## config.mk

```make
export PLATFORM = sky130hd
export DESIGN_NAME = div_reservation_unit
export DESIGN_NICKNAME = d
export VERILOG_FILES = /design/src/rtl/div_reservation_unit_pkg.sv /design/src/rtl/div_reservation_unit_iter.sv /design/src/rtl/div_reservation_unit.sv
export SDC_FILE = /design/constraint.sdc
export NUM_CORES = 1
export LEC_CHECK = 0
export CORE_MARGIN = 5
export CORE_UTILIZATION = 58
export CTS_CLUSTER_DIAMETER = 100
export DETAILED_ROUTE_END_ITERATION = 7
export GPL_ROUTABILITY_DRIVEN = 1
export PLACE_DENSITY = 0.88
export SKIP_LAST_GASP = 1
export SLEW_MARGIN = 20
export SYNTH_ARGS = -nofsm -noshare
export SYNTH_HDL_FRONTEND = slang
export SYNTH_HIERARCHICAL = 1
export SYNTH_SLANG_ARGS = --single-unit
```

## constraint.sdc

```tcl
create_clock -name clk -period 3.7 [get_ports clk]
set_clock_uncertainty 0.15 [all_clocks]
set_input_delay 1.11 -clock clk [delete_from_list [all_inputs] [get_ports clk]]
set_output_delay 1.11 -clock clk [all_outputs]
set_load 0.01 [all_outputs]
```

## src/rtl/div_reservation_unit_pkg.sv

```systemverilog
// Shared scheduler types for the divider reservation unit: the FSM state enum and latency constants.
// Latency: radix-2 takes DATA_WIDTH+1 cycles from the start cycle to res_valid; radix-4 takes DATA_WIDTH/2+1.
// Backpressure: none here (types only). Optional macro DIV_RADIX4_EN selects 2 quotient bits per cycle.
package div_reservation_unit_pkg;

  typedef enum logic [1:0] {
    FREE       = 2'd0,
    RESERVED   = 2'd1,
    PROCESSING = 2'd2,
    FINISHED   = 2'd3
  } DivUnitState;

`ifdef DIV_RADIX4_EN
  localparam int DIV_BITS_PER_CYCLE = 2;
`else
  localparam int DIV_BITS_PER_CYCLE = 1;
`endif

  // Cycles from the start cycle until res_valid, for an arbitrary operand width.
  function automatic int div_latency(input int width);
    return width / DIV_BITS_PER_CYCLE + 1;
  endfunction

  // Latency for the default 32-bit datapath.
  localparam int DIV_LATENCY = 32 / DIV_BITS_PER_CYCLE + 1;

endpackage

```

## src/rtl/div_reservation_unit_iter.sv

```systemverilog
// Restoring-division iteration core: partial remainder, quotient shift register and iteration counter.
// Latency: ITERS step cycles after load; 1 (radix-2) or 2 (DIV_RADIX4_EN) quotient bits per step.
// Backpressure: none; the owner FSM gates load/step. Ports: clk, rst (async active-low), load, step,
//   dividend_mag/divisor_mag (unsigned magnitudes), quo/rem (magnitude results), last (final step now).
module div_iter_core #(
  parameter int DATA_WIDTH = 32,
  parameter int ITERS      = 32
) (
  input  logic                  clk,
  input  logic                  rst,
  input  logic                  load,
  input  logic                  step,
  input  logic [DATA_WIDTH-1:0] dividend_mag,
  input  logic [DATA_WIDTH-1:0] divisor_mag,
  output logic [DATA_WIDTH-1:0] quo,
  output logic [DATA_WIDTH-1:0] rem,
  output logic                  last
);

  localparam int W  = DATA_WIDTH;
  localparam int CW = $clog2(ITERS) + 1;

  logic [W-1:0]  rem_q, rem_d;
  logic [W-1:0]  quo_q, quo_d;
  logic [W-1:0]  div_q, div_d;
  logic [CW-1:0] cnt_q, cnt_d;

  // One restoring step: shift the next dividend bit (MSB of the quotient register) into the
  // partial remainder and subtract the divisor if it fits. The true difference is always
  // below 2^W, so the W-bit subtraction is exact. Returns {rem, quo}. A zero divisor
  // naturally yields quotient all ones and remainder = dividend magnitude.
  function automatic logic [2*W-1:0] div_step(input logic [W-1:0] r, input logic [W-1:0] q,
                                               input logic [W-1:0] d);
    logic [W:0]   sh;
    logic [W-1:0] diff;
    sh   = {r, q[W-1]};
    diff = sh[W-1:0] - d;
    if (sh >= {1'b0, d}) return {diff, q[W-2:0], 1'b1};
    else                 return {sh[W-1:0], q[W-2:0], 1'b0};
  endfunction

  always_comb begin
    logic [2*W-1:0] nxt;
    rem_d = rem_q;
    quo_d = quo_q;
    div_d = div_q;
    cnt_d = cnt_q;
    nxt   = '0;
    if (load) begin
      rem_d = '0;
      quo_d = dividend_mag;
      div_d = divisor_mag;
      cnt_d = '0;
    end else if (step) begin
      nxt = div_step(rem_q, quo_q, div_q);
`ifdef DIV_RADIX4_EN
      nxt = div_step(nxt[2*W-1:W], nxt[W-1:0], div_q);
`endif
      rem_d = nxt[2*W-1:W];
      quo_d = nxt[W-1:0];
      cnt_d = cnt_q + CW'(1);
    end
  end

  always_ff @(posedge clk or negedge rst) begin
    if (!rst) begin
      rem_q <= '0;
      quo_q <= '0;
      div_q <= '0;
      cnt_q <= '0;
    end else begin
      rem_q <= rem_d;
      quo_q <= quo_d;
      div_q <= div_d;
      cnt_q <= cnt_d;
    end
  end

  assign quo  = quo_q;
  assign rem  = rem_q;
  assign last = (cnt_q == CW'(ITERS - 1));

endmodule

```

## src/rtl/div_reservation_unit.sv

```systemverilog
// Divider reservation unit: FREE/RESERVED/PROCESSING/FINISHED scheduler FSM plus signed fixup around div_iter_core.
// Latency: res_valid DATA_WIDTH+1 cycles after the start cycle (DATA_WIDTH/2+1 with DIV_RADIX4_EN defined).
// Backpressure: result held in FINISHED until res_ready; flush aborts from any non-FREE state.
// Ports: clk, rst (async active-low); rsv_req/rsv_alp/rsv_ok reservation; cancel, start, dividend,
//   divisor, is_signed, want_rem launch; flush abort; res_valid/res_data/res_ready result; busy, held_alp.
module div_reservation_unit
  import div_reservation_unit_pkg::*;
#(
  parameter int DATA_WIDTH = 32,
  parameter int ALP_WIDTH  = 6
) (
  input  logic                  clk,
  input  logic                  rst,
  input  logic                  rsv_req,
  input  logic [ALP_WIDTH-1:0]  rsv_alp,
  output logic                  rsv_ok,
  input  logic                  cancel,
  input  logic                  start,
  input  logic [DATA_WIDTH-1:0] dividend,
  input  logic [DATA_WIDTH-1:0] divisor,
  input  logic                  is_signed,
  input  logic                  want_rem,
  input  logic                  flush,
  output logic                  res_valid,
  output logic [DATA_WIDTH-1:0] res_data,
  input  logic                  res_ready,
  output logic                  busy,
  output logic [ALP_WIDTH-1:0]  held_alp
);

  localparam int W     = DATA_WIDTH;
  localparam int ITERS = div_latency(DATA_WIDTH) - 1;

  DivUnitState          state_q, state_d;
  logic [ALP_WIDTH-1:0] alp_q, alp_d;
  logic                 want_rem_q, want_rem_d;
  logic                 q_neg_q, q_neg_d;
  logic                 r_neg_q, r_neg_d;
  logic                 div_zero_q, div_zero_d;

  logic         load, step, last;
  logic         a_neg, b_neg;
  logic [W-1:0] a_mag, b_mag, quo, rem, q_fix, r_fix;

  assign a_neg = is_signed & dividend[W-1];
  assign b_neg = is_signed & divisor[W-1];
  assign a_mag = a_neg ? -dividend : dividend;
  assign b_mag = b_neg ? -divisor : divisor;

  always_comb begin
    state_d    = state_q;
    alp_d      = alp_q;
    want_rem_d = want_rem_q;
    q_neg_d    = q_neg_q;
    r_neg_d    = r_neg_q;
    div_zero_d = div_zero_q;
    load       = 1'b0;
    step       = 1'b0;
    case (state_q)
      FREE: begin
        if (rsv_req) begin
          state_d = RESERVED;
          alp_d   = rsv_alp;
        end
      end
      RESERVED: begin
        // flush beats cancel beats start
        if (flush || cancel) begin
          state_d = FREE;
        end else if (start) begin
          state_d    = PROCESSING;
          load       = 1'b1;
          want_rem_d = want_rem;
          q_neg_d    = a_neg ^ b_neg;
          r_neg_d    = a_neg;
          div_zero_d = (divisor == '0);
        end
      end
      PROCESSING: begin
        if (flush) begin
          state_d = FREE;
        end else begin
          step = 1'b1;
          if (last) state_d = FINISHED;
        end
      end
      FINISHED: begin
        if (flush || res_ready) state_d = FREE;
      end
      default: state_d = FREE;
    endcase
  end

  always_ff @(posedge clk or negedge rst) begin
    if (!rst) begin
      state_q    <= FREE;
      alp_q      <= '0;
      want_rem_q <= 1'b0;
      q_neg_q    <= 1'b0;
      r_neg_q    <= 1'b0;
      div_zero_q <= 1'b0;
    end else begin
      state_q    <= state_d;
      alp_q      <= alp_d;
      want_rem_q <= want_rem_d;
      q_neg_q    <= q_neg_d;
      r_neg_q    <= r_neg_d;
      div_zero_q <= div_zero_d;
    end
  end

  div_iter_core #(
    .DATA_WIDTH(DATA_WIDTH),
    .ITERS     (ITERS)
  ) u_iter (
    .clk         (clk),
    .rst         (rst),
    .load        (load),
    .step        (step),
    .dividend_mag(a_mag),
    .divisor_mag (b_mag),
    .quo         (quo),
    .rem         (rem),
    .last        (last)
  );

  // Divide-by-zero quotient is all ones regardless of signs. MIN / -1 needs no special
  // case: |MIN| / 1 = MIN, and negating MIN yields MIN with remainder 0.
  assign q_fix = div_zero_q ? '1 : (q_neg_q ? -quo : quo);
  assign r_fix = r_neg_q ? -rem : rem;

  assign rsv_ok    = (state_q == FREE);
  assign busy      = (state_q != FREE);
  assign res_valid = (state_q == FINISHED);
  assign res_data  = res_valid ? (want_rem_q ? r_fix : q_fix) : '0;
  assign held_alp  = alp_q;

endmodule

```

# Word level (Yosys, flattened, before mapping)
# Cells that the tools add are included.
dict set report totals {
  wordCells 64
  inputBits 79
  register_bits 114
  out_inout_bits 41
}
dict set report op_classes {
  n_mux 26
  order_cmp 1
  addsub 6
  bitwise 4
  n_reduce_logical 9
  eq_ne 8
}
# operator count
set op_table {}
lappend op_table {{$mux 32} 11}
lappend op_table {{$neg 32->32} 4}
lappend op_table {{$mux 64} 1}
lappend op_table {{$ge 33x32->1} 1}
lappend op_table {{$logic_not 32->1} 1}
lappend op_table {{$sub 32x32->32} 1}
lappend op_table {{$mux 2} 6}
lappend op_table {{$mux 6} 2}
lappend op_table {{$pmux 2 s4} 1}
lappend op_table {{$add 6x1->6 const B} 1}
lappend op_table {{$eq 6x5->1 const B} 1}
lappend op_table {{$ne 3x3->1 const B} 2}
lappend op_table {{$mux 1} 5}
lappend op_table {{$eq 2x2->1 const B} 2}
lappend op_table {{$reduce_and 4->1} 1}
lappend op_table {{$reduce_bool 2->1} 2}
lappend op_table {{$reduce_and 3->1} 1}
lappend op_table {{$and 1x1->1} 2}
lappend op_table {{$eq 2x1->1 const B} 1}
lappend op_table {{$logic_not 2->1} 1}
lappend op_table {{$logic_or 1x1->1} 2}
lappend op_table {{$ne 2x1->1 const B} 1}
lappend op_table {{$ne 2x2->1 const B} 1}
lappend op_table {{$reduce_and 2->1} 1}
lappend op_table {{other kinds (2)} 2}

# Logic depth before layout (Yosys ltp)
# Gate-level depths: netlist (run 1).
dict set report depth {
  ltp_word 5
  ltp_mapped 14
  mapped_depth_nobuf 12
}

# Cells and area by module
# The synthesis (run 1) kept the hierarchy.
# module area_per_inst_um2 cells_each n_inst
set modules_own_cells {}
lappend modules_own_cells {div_iter_core 6424.9 721 1}
lappend modules_own_cells {div_reservation_unit 3744.8 527 1}

# Worst setup path after synthesis (run 1)
# No wires, ideal clock.
dict set report synth_timing {
  path_type {reg2out}
  startpoint {register u_iter.quo_q[0] (netlist: u_iter/quo[0])}
  endpoint {output res_data[24]}
  path_slack_ns 0.020
  t_required_ns 2.440
  arrival_time_ns 2.420
  path_stages_with_launch 9
  cell_sequence {dfrtp_1 inv_1 ha_1 or3b_2 or3_1 buf_6 o41ai_2 xor2_1 a221oi_1}
}
dict set report synth_via {
  elab_chain_len 5
}
# element line_no
set synth_lines {}
lappend synth_lines {{start: declaration} div_reservation_unit_iter.sv:24} ;# logic [W-1:0] quo_q, quo_d;
lappend synth_lines {{start signal: assignment} div_reservation_unit_iter.sv:73} ;# quo_q <= quo_d;
lappend synth_lines {{$neg 32->32} div_reservation_unit.sv:129} ;# assign q_fix = div_zero_q ? '1 : (q_neg_q ? -quo : quo);
lappend synth_lines {{$mux 32 (2 in a row)} div_reservation_unit.sv:129}
lappend synth_lines {{$mux 32 (2 in a row)} div_reservation_unit.sv:135} ;# assign res_data = res_valid ? (want_rem_q ? r_fix : q_fix) : '0;
lappend synth_lines {{end: declaration} div_reservation_unit.sv:25} ;# output logic [DATA_WIDTH-1:0] res_data,
# No other way between the ends.

# Worst setup path in the final report (run 1)
dict set report layout_timing {
  startpoint {register u_iter.quo_q[10] (netlist: u_iter/quo[10])}
  endpoint {output res_data[30]}
}
# Same word-level chain as after synthesis.

==> results of run 1 <==
[cell usage in the layout, fill, tap and decap left out, types with 16 or more instances in the layout]
cell type,n
nand3_1,22
or3_1,18
a21oi_1,66
dfrtp_1,112
xor2_1,86
nor2_1,101
o21ai_0,100
clkbuf_16,17
inv_1,54
nand2_1,121
a221oi_2,16
a211oi_1,29
xnor2_1,53
buf_4,154
buf_2,26
ha_1,35
o31ai_1,20
clkdlybuf4s50_1,88
mux2i_1,63
nor3_1,21
[through the flow]
| step | cells | setup TNS (ns) | hold WS, ns |
|---|---|---|---|
| 2_1_floorplan | 1248 | 0 | 0.335 |
| 3_5_place_dp | 1669 | -9.07 | 0.352 |
| 4_1_cts | 1710 | -6.58 | 0.365 |
| 3_3_place_gp | 1669 | -8.03 | 0.338 |
| 5_1_grt | 1726 | -12.38 | 0.383 |
| 6_report | 1726 | -11.06 | 0.364 |
[worst register-to-register path: cells and delay by family, from the launching register on]
family	cells	cell delay (ns)
AO/OA/AOI/OAI	7	1.80
adder cells (fa/ha/maj)	1	0.39
buffers and inverters	2	0.39
flip-flops	1	0.43
multiplexers	1	0.15
[what timing repair did]
item | in CTS | in global routing
gates resized for setup | 182 | 79
buffers inserted | 9 | 19
endpoints found under the setup margin | 29 | 30
pin swaps | 32 | 47
hold endpoints to repair | 0 | 0
[sequential cells by signal, summed over array words and instances, names as in the netlist]
| name | count |
|---|---|
| u_iter/div_q | 32 |
| u_iter/quo | 32 |
| u_iter/rem | 32 |
| held_alp | 6 |
| u_iter/cnt_q | 6 |
| state_q | 2 |
| div_zero_q | 1 |
| q_neg_q | 1 |
| r_neg_q | 1 |
| want_rem_q | 1 |
[synth_stat cells (all sizes together) (7+ instances only)]
master  number
a211oi      37
a21o        11
a21oi       72
a221oi      23
a31oi        8
and2         8
buf         21
clkbuf      50
dfrtp      114
ha          37
inv         61
mux2         9
mux2i       63
nand2      125
nand3       22
nand4       13
nor2       103
nor3        28
nor4        18
o21ai      118
o31ai       30
o41ai       22
or2          7
or3         24
or4         18
xnor2       55
xor2        87
[logic make-up (layout without fill, tap and decap cells)]
| logic type | count (synthesis) | in the layout | share of synthesized area |
|---|---|---|---|
| adder cells (fa/ha/maj) | 38 | 38 | 0.0475 |
| buffers and inverters | 132 | 385 | 0.0546 |
| flip-flops | 114 | 114 | 0.281 |
| multiplexers | 72 | 72 | 0.0720 |
| XOR/XNOR | 142 | 142 | 0.122 |
| AND/OR/NAND/NOR | 396 | 396 | 0.194 |
| AO/OA/AOI/OAI | 354 | 354 | 0.230 |
[per-layer routing]
layer  part of all wire  wire length (um)  global-route usage
met1               0.35             14000               0.414
met2               0.46             18200               0.569
met3               0.11              4200              0.0817
met4              0.081              3210               0.208
met5                  0                 0                   0
[path summary, 6_finish.rpt]
check | end | slack (ns) | cells past startpoint
max | res_data[30] | -0.74 | 8
min | held_alp[3]$_DFFE_PN0P_ | 0.36 | 1
max reg2reg | u_iter/rem[15]$_DFFE_PN0P_ | 0.28 | 11
min reg2reg | held_alp[3]$_DFFE_PN0P_ | 0.36 | 1
max in group asynchronous | u_iter/div_q[4]$_DFFE_PN0P_ | 2.03 | 2
min in group asynchronous | held_alp[5]$_DFFE_PN0P_ | 0.56 | 1
[cell type report]
class	count	share of cell area
clock buffers	17	0.0307
multi-input cells	1002	0.538
clock inverters	15	0.00803
repair buffers	292	0.180
well taps	225	0.0203
inverters	61	0.0170
flip-flops and latches	114	0.206
[power by group]
group	total (mW)	internal [mW]	switching (mW)	leakage [nW]
combinational	9.39	3.90	5.50	4.05
clock	1.54	0.856	0.681	0.256
sequential	2.30	1.79	0.501	1.43
total	13.2	6.55	6.68	5.73
==> impl_metrics.env, run 1 <==
export IMPL_status="finished, violations left"
export IMPL_violations="design-rule violations, negative setup slack"
export IMPL_drt_initial_drc_count=1899
export IMPL_drc=6
export IMPL_irDropWorstVdd_mv=0.662
export IMPL_area_growth_pct=36.4
export IMPL_rsz0062_at_grt="yes"
export IMPL_start_util=0.590
export IMPL_clockRootBuffer="clkbuf_16"
export IMPL_hold_class="flop to flop"
export IMPL_dp_hpwl_um=22900
export IMPL_antenna_found_initial=0
export IMPL_endpoint_kind="output port"
export IMPL_path_clk_slew_ns=0.06
export IMPL_path_class="flop to output port"
export IMPL_htreeDepth=4
export IMPL_antenna_left=0
export IMPL_cts_sinks=114
export IMPL_ios=120
export IMPL_rows=48
export IMPL_ctsHoldBuffers=0
export IMPL_synth_top_area_frac=0.281
export IMPL_die_area_um2=20300
export IMPL_grt_ovfl_total=0
export IMPL_max_slew_margin_rel=0.495
export IMPL_worstPathCellList="or4_4, or3_4, buf_4, buf_6, or4_4, a21oi_4, a211oi_2, buf_2"
export IMPL_synth_cell_type_count=72
export IMPL_multi_input_area_um2=7450
export IMPL_timing_final_ws_setup_ns=-0.738
export IMPL_drive_gt1_frac=0.244
export IMPL_crit_family="simple AND/OR/NAND/NOR gates"
export IMPL_post_place_ws_ns=-0.638
export IMPL_syn_nets=1365
export IMPL_numCtsBuffers=17
export IMPL_seq_area_frac_synth=0.281
export IMPL_syn_area_per_cell_um2=8.15
export IMPL_period_minus_slack_ns=4.44
export IMPL_crit_start="u_iter/quo[10]$_DFFE_PN0P_"
export IMPL_finalInstanceArea_um2=13900
export IMPL_synth_cells=1248
export IMPL_finalHoldViolations=0
export IMPL_max_stage_delay_ns=0.57
export IMPL_cp_slowest_cell="or4_4"
export IMPL_avgViaCountPerCell=6.86
export IMPL_critPathRequiredTime_ns=2.44
export IMPL_routed_wl_um=39500
export IMPL_arrival_ns=3.18
export IMPL_numPortBuffers=119
export IMPL_static_leakage_power_nw=5.73
export IMPL_post_route_period_util=1.20
export IMPL_synth_edff_count=0
export IMPL_ys_warnings_count=6
export IMPL_syn_area_um2=10200
export IMPL_ys_seq_elements=114
export IMPL_setup_viol=28
export IMPL_min_delay_start="held_alp[3]$_DFFE_PN0P_"
export IMPL_yosys_top_cells_area="dfrtp_1 (28%), xor2_1 (7.5%), mux2i_1 (6.2%)"
export IMPL_placed_cell_area_um2=12500
export IMPL_start_kind="flop"
export IMPL_maxCapViolations=0
export IMPL_grt_pass1_vias=11200
export IMPL_critPathBufInv=3
export IMPL_routedWlPerCell_um=22.9
export IMPL_track_usage=0.347
export IMPL_place_gp_congestion=0.960
export IMPL_core_area_um2=17200
export IMPL_num_nets_final=1605
export IMPL_n_fill_cell=974
export IMPL_grt_max_degree=66
export IMPL_vias=11800
export IMPL_async_flop_share=1.00
export IMPL_clkLatencyLatePin_ns=0.45
export IMPL_max_freq_mhz=225
export IMPL_power_mw=13.2
export IMPL_utilization=0.805
export IMPL_synth_top_cell_by_area="dfrtp_1"
export IMPL_die_y_um=142
export IMPL_cts_tree="yes"
export IMPL_seqCellArea_um2=2860
export IMPL_antenna_diode_count=0
export IMPL_reg2reg_from="u_iter/rem[11]$_DFFE_PN0P_"
export IMPL_ys_flop_type="dfrtp_1"
export IMPL_cts_buffer_depth=2
export IMPL_fp_dieW_um=142
export IMPL_crit_fanout=3
export IMPL_tightest_slew_ns=0.755
export IMPL_grt_pass1_wl_um=57000
export IMPL_crit_top_cell="or4_4"
export IMPL_p_per_area_nw_per_um2=954
export IMPL_drtPass1Iterations=8
export IMPL_drv_slew=0
Power figures use the tool's default switching activity.
==> run 2: changes to the inputs <==
--- a/config.mk
+++ b/config.mk
@@ -5,12 +5,13 @@
 export SDC_FILE = /design/constraint.sdc
 export NUM_CORES = 1
 export LEC_CHECK = 0
+export CAP_MARGIN = 20
 export CORE_MARGIN = 5
-export CORE_UTILIZATION = 58
+export CORE_UTILIZATION = 38
 export CTS_CLUSTER_DIAMETER = 100
 export DETAILED_ROUTE_END_ITERATION = 7
 export GPL_ROUTABILITY_DRIVEN = 1
-export PLACE_DENSITY = 0.88
+export PLACE_DENSITY = 0.64
 export SKIP_LAST_GASP = 1
 export SLEW_MARGIN = 20
 export SYNTH_ARGS = -nofsm -noshare
==> run 2 against run 1 <==
  * The run ends with negative setup slack left
  * Combinational power down 8.6%
  * Hold slack worse by 0.011 ns
  * Cell count up 7.0%
  * Clock power up 15%
  * Global-route usage down 14 points
  * Sequential power down 7%
  * First-iteration DRC count down 61%
  * Power down 5.7%
  * Cell area up 0.70%
  * Utilization down 27 points
  * Register-to-register slack about the same
  * Setup slack better by 0.26 ns
  * Critical path type unchanged
  * Highest routed layer unchanged
==> impl_metrics.env, run 2 (synthesized netlist as in run 1, its figures left out) <==
export IMPL_status="finished, violations left"
export IMPL_violations="negative setup slack"
export IMPL_rows=59
export IMPL_antenna_diode_count=0
export IMPL_stdcell_count=1847
export IMPL_start_util=0.388
export IMPL_fp_dieW_um=174
export IMPL_grt_max_degree=66
export IMPL_placed_cell_area_um2=12800
export IMPL_area_growth_pct=37.3
export IMPL_cp_slowest_cell="or4_4"
export IMPL_num_nets_final=1617
export IMPL_n_fill_cell=2410
export IMPL_arrival_ns=2.92
export IMPL_track_usage=0.202
export IMPL_p_per_area_nw_per_um2=893
export IMPL_final_cell_mix="buf_4 (172), nand2_1 (123), dfrtp_1 (114)"
export IMPL_utilization=0.533
export IMPL_rsz0062_at_grt="yes"
export IMPL_multi_input_area_um2=7250
export IMPL_finalInstanceArea_um2=14000
export IMPL_crit_family="simple AND/OR/NAND/NOR gates"
export IMPL_die_area_um2=30100
export IMPL_drtPass1Iterations=5
export IMPL_clkLatencyLatePin_ns=0.43
export IMPL_worstPathCellList="or4_4, or4_4, buf_4, buf_4, nor3_2, mux2i_1, nor4_2, buf_2"
export IMPL_grt_pass1_vias=10100
export IMPL_p_int_mw=6.77
export IMPL_path_class="flop to output port"
export IMPL_cts_tree="yes"
export IMPL_critPathBufInv=3
export IMPL_critPathRequiredTime_ns=2.44
export IMPL_numPortBuffers=119
export IMPL_setup_viol=27
export IMPL_endpoint_kind="output port"
export IMPL_pwr_share_clk=0.142
export IMPL_netSwitchingPower_mw=5.71
export IMPL_tightest_slew_ns=0.854
export IMPL_dp_hpwl_um=23900
export IMPL_htreeDepth=4
export IMPL_finalHoldViolations=0
export IMPL_irDropWorstVdd_mv=0.429
export IMPL_timing_final_ws_setup_ns=-0.475
export IMPL_post_route_period_util=1.13
export IMPL_max_slew_margin_rel=0.428
export IMPL_hold_class="flop to flop"
export IMPL_cts_sinks=114
export IMPL_seqCellArea_um2=2850
export IMPL_routed_wl_um=31500
export IMPL_p_sw_frac=0.458
export IMPL_avgViaCountPerCell=5.53
export IMPL_die_y_um=174
export IMPL_core_area_um2=26200
export IMPL_clockRootBuffer="clkbuf_16"
export IMPL_period_minus_slack_ns=4.18
export IMPL_cts_buffer_depth=2
export IMPL_max_freq_mhz=239
export IMPL_max_stage_delay_ns=0.54
export IMPL_antenna_found_initial=0
export IMPL_grt_ovfl_total=0
export IMPL_start_kind="flop"
export IMPL_grt_pass1_wl_um=50700
export IMPL_setup_tns_ns=-8.11
export IMPL_drc=0
export IMPL_routedWlPerCell_um=17.0
export IMPL_dp_cells=1801
export IMPL_drive_gt1_frac=0.229
export IMPL_drv_slew=0
export IMPL_drt_initial_drc_count=747
export IMPL_static_leakage_power_nw=5.74
export IMPL_antenna_left=0
export IMPL_combPwrFrac=0.688
export IMPL_layout_commonest_cell="buf_4"
export IMPL_maxCapViolations=0
export IMPL_crit_fanout=5
export IMPL_numCtsBuffers=17
export IMPL_pwr_share_seq=0.171
export IMPL_power_mw=12.5
export IMPL_place_gp_congestion=0.867
export IMPL_vias=10200
export IMPL_path_clk_slew_ns=0.06
export IMPL_ios=120
-- run 2: power groups by stage --
stage / Clock (mW) / Combinational (mW) / Sequential, mW
final: 1.77 / 8.58 / 2.13
after global routing: 1.85 / 9.37 / 2.19
after CTS: 1.79 / 8.36 / 2.11
after detailed placement: 0 / 7.92 / 2.11
after global placement: 0 / 7.86 / 2.10
after floorplan: 0 / 5.22 / 2.26
-- run 2: cell type report --
type,count,share of cell area
Multi-Input combinational cell,1002,0.519
Sequential cell,114,0.204
Timing Repair Buffer,304,0.186
Clock buffer,21,0.0330
Tap cell,335,0.0300
Inverter,61,0.0166
Clock inverter,10,0.0113
-- run 2: per-stage QoR --
step	hold slack, ns	setup slack, ns
after detailed placement	0.345	-0.571
after CTS	0.357	-0.461
after global placement	0.339	-0.542
final	0.353	-0.475
after floorplan	0.335	0.0203
after global routing	0.381	-0.584
-- run 2: path summary, 6_finish.rpt --
| path | startpoint | to | slack (ns) | cells past startpoint |
|---|---|---|---|---|
| min reg2reg | held_alp[5]$_DFFE_PN0P_ | held_alp[5]$_DFFE_PN0P_ | 0.35 | 1 |
| max reg2reg | u_iter/rem[9]$_DFFE_PN0P_ | u_iter/rem[2]$_DFFE_PN0P_ | 0.29 | 11 |
| min | held_alp[5]$_DFFE_PN0P_ | held_alp[5]$_DFFE_PN0P_ | 0.35 | 1 |
| min in group asynchronous | rst | u_iter/div_q[0]$_DFFE_PN0P_ | 0.49 | 1 |
| max in group asynchronous | rst | u_iter/div_q[20]$_DFFE_PN0P_ | 2.16 | 2 |
| max | u_iter/quo[21]$_DFFE_PN0P_ | res_data[29] | -0.48 | 8 |
-- run 2: metal layers --
layer,vias up,track usage,part of all wire
met1,4875,0.270,0.44
met2,254,0.338,0.49
met5,-,0,0
li1,5050,-,-
met3,36,0.0408,0.051
met4,0,0.0485,0.016
-- run 2: timing repair --
action | in CTS | in global routing
gates cloned | 1 | 0
pin swaps | 23 | 34
setup buffers | 7 | 9
gates resized for setup | 176 | 34
hold buffers | 0 | 0
endpoints found under the setup margin | 30 | 32
==> run 3: changes to the inputs <==
--- a/config.mk
+++ b/config.mk
@@ -9,6 +9,7 @@
 export CORE_MARGIN = 5
 export CORE_UTILIZATION = 38
 export CTS_CLUSTER_DIAMETER = 100
+export CTS_CLUSTER_SIZE = 28
 export DETAILED_ROUTE_END_ITERATION = 7
 export GPL_ROUTABILITY_DRIVEN = 1
 export PLACE_DENSITY = 0.64
==> results of run 3 <==
Final layout, timing and power as in run 2 (identical DEF).
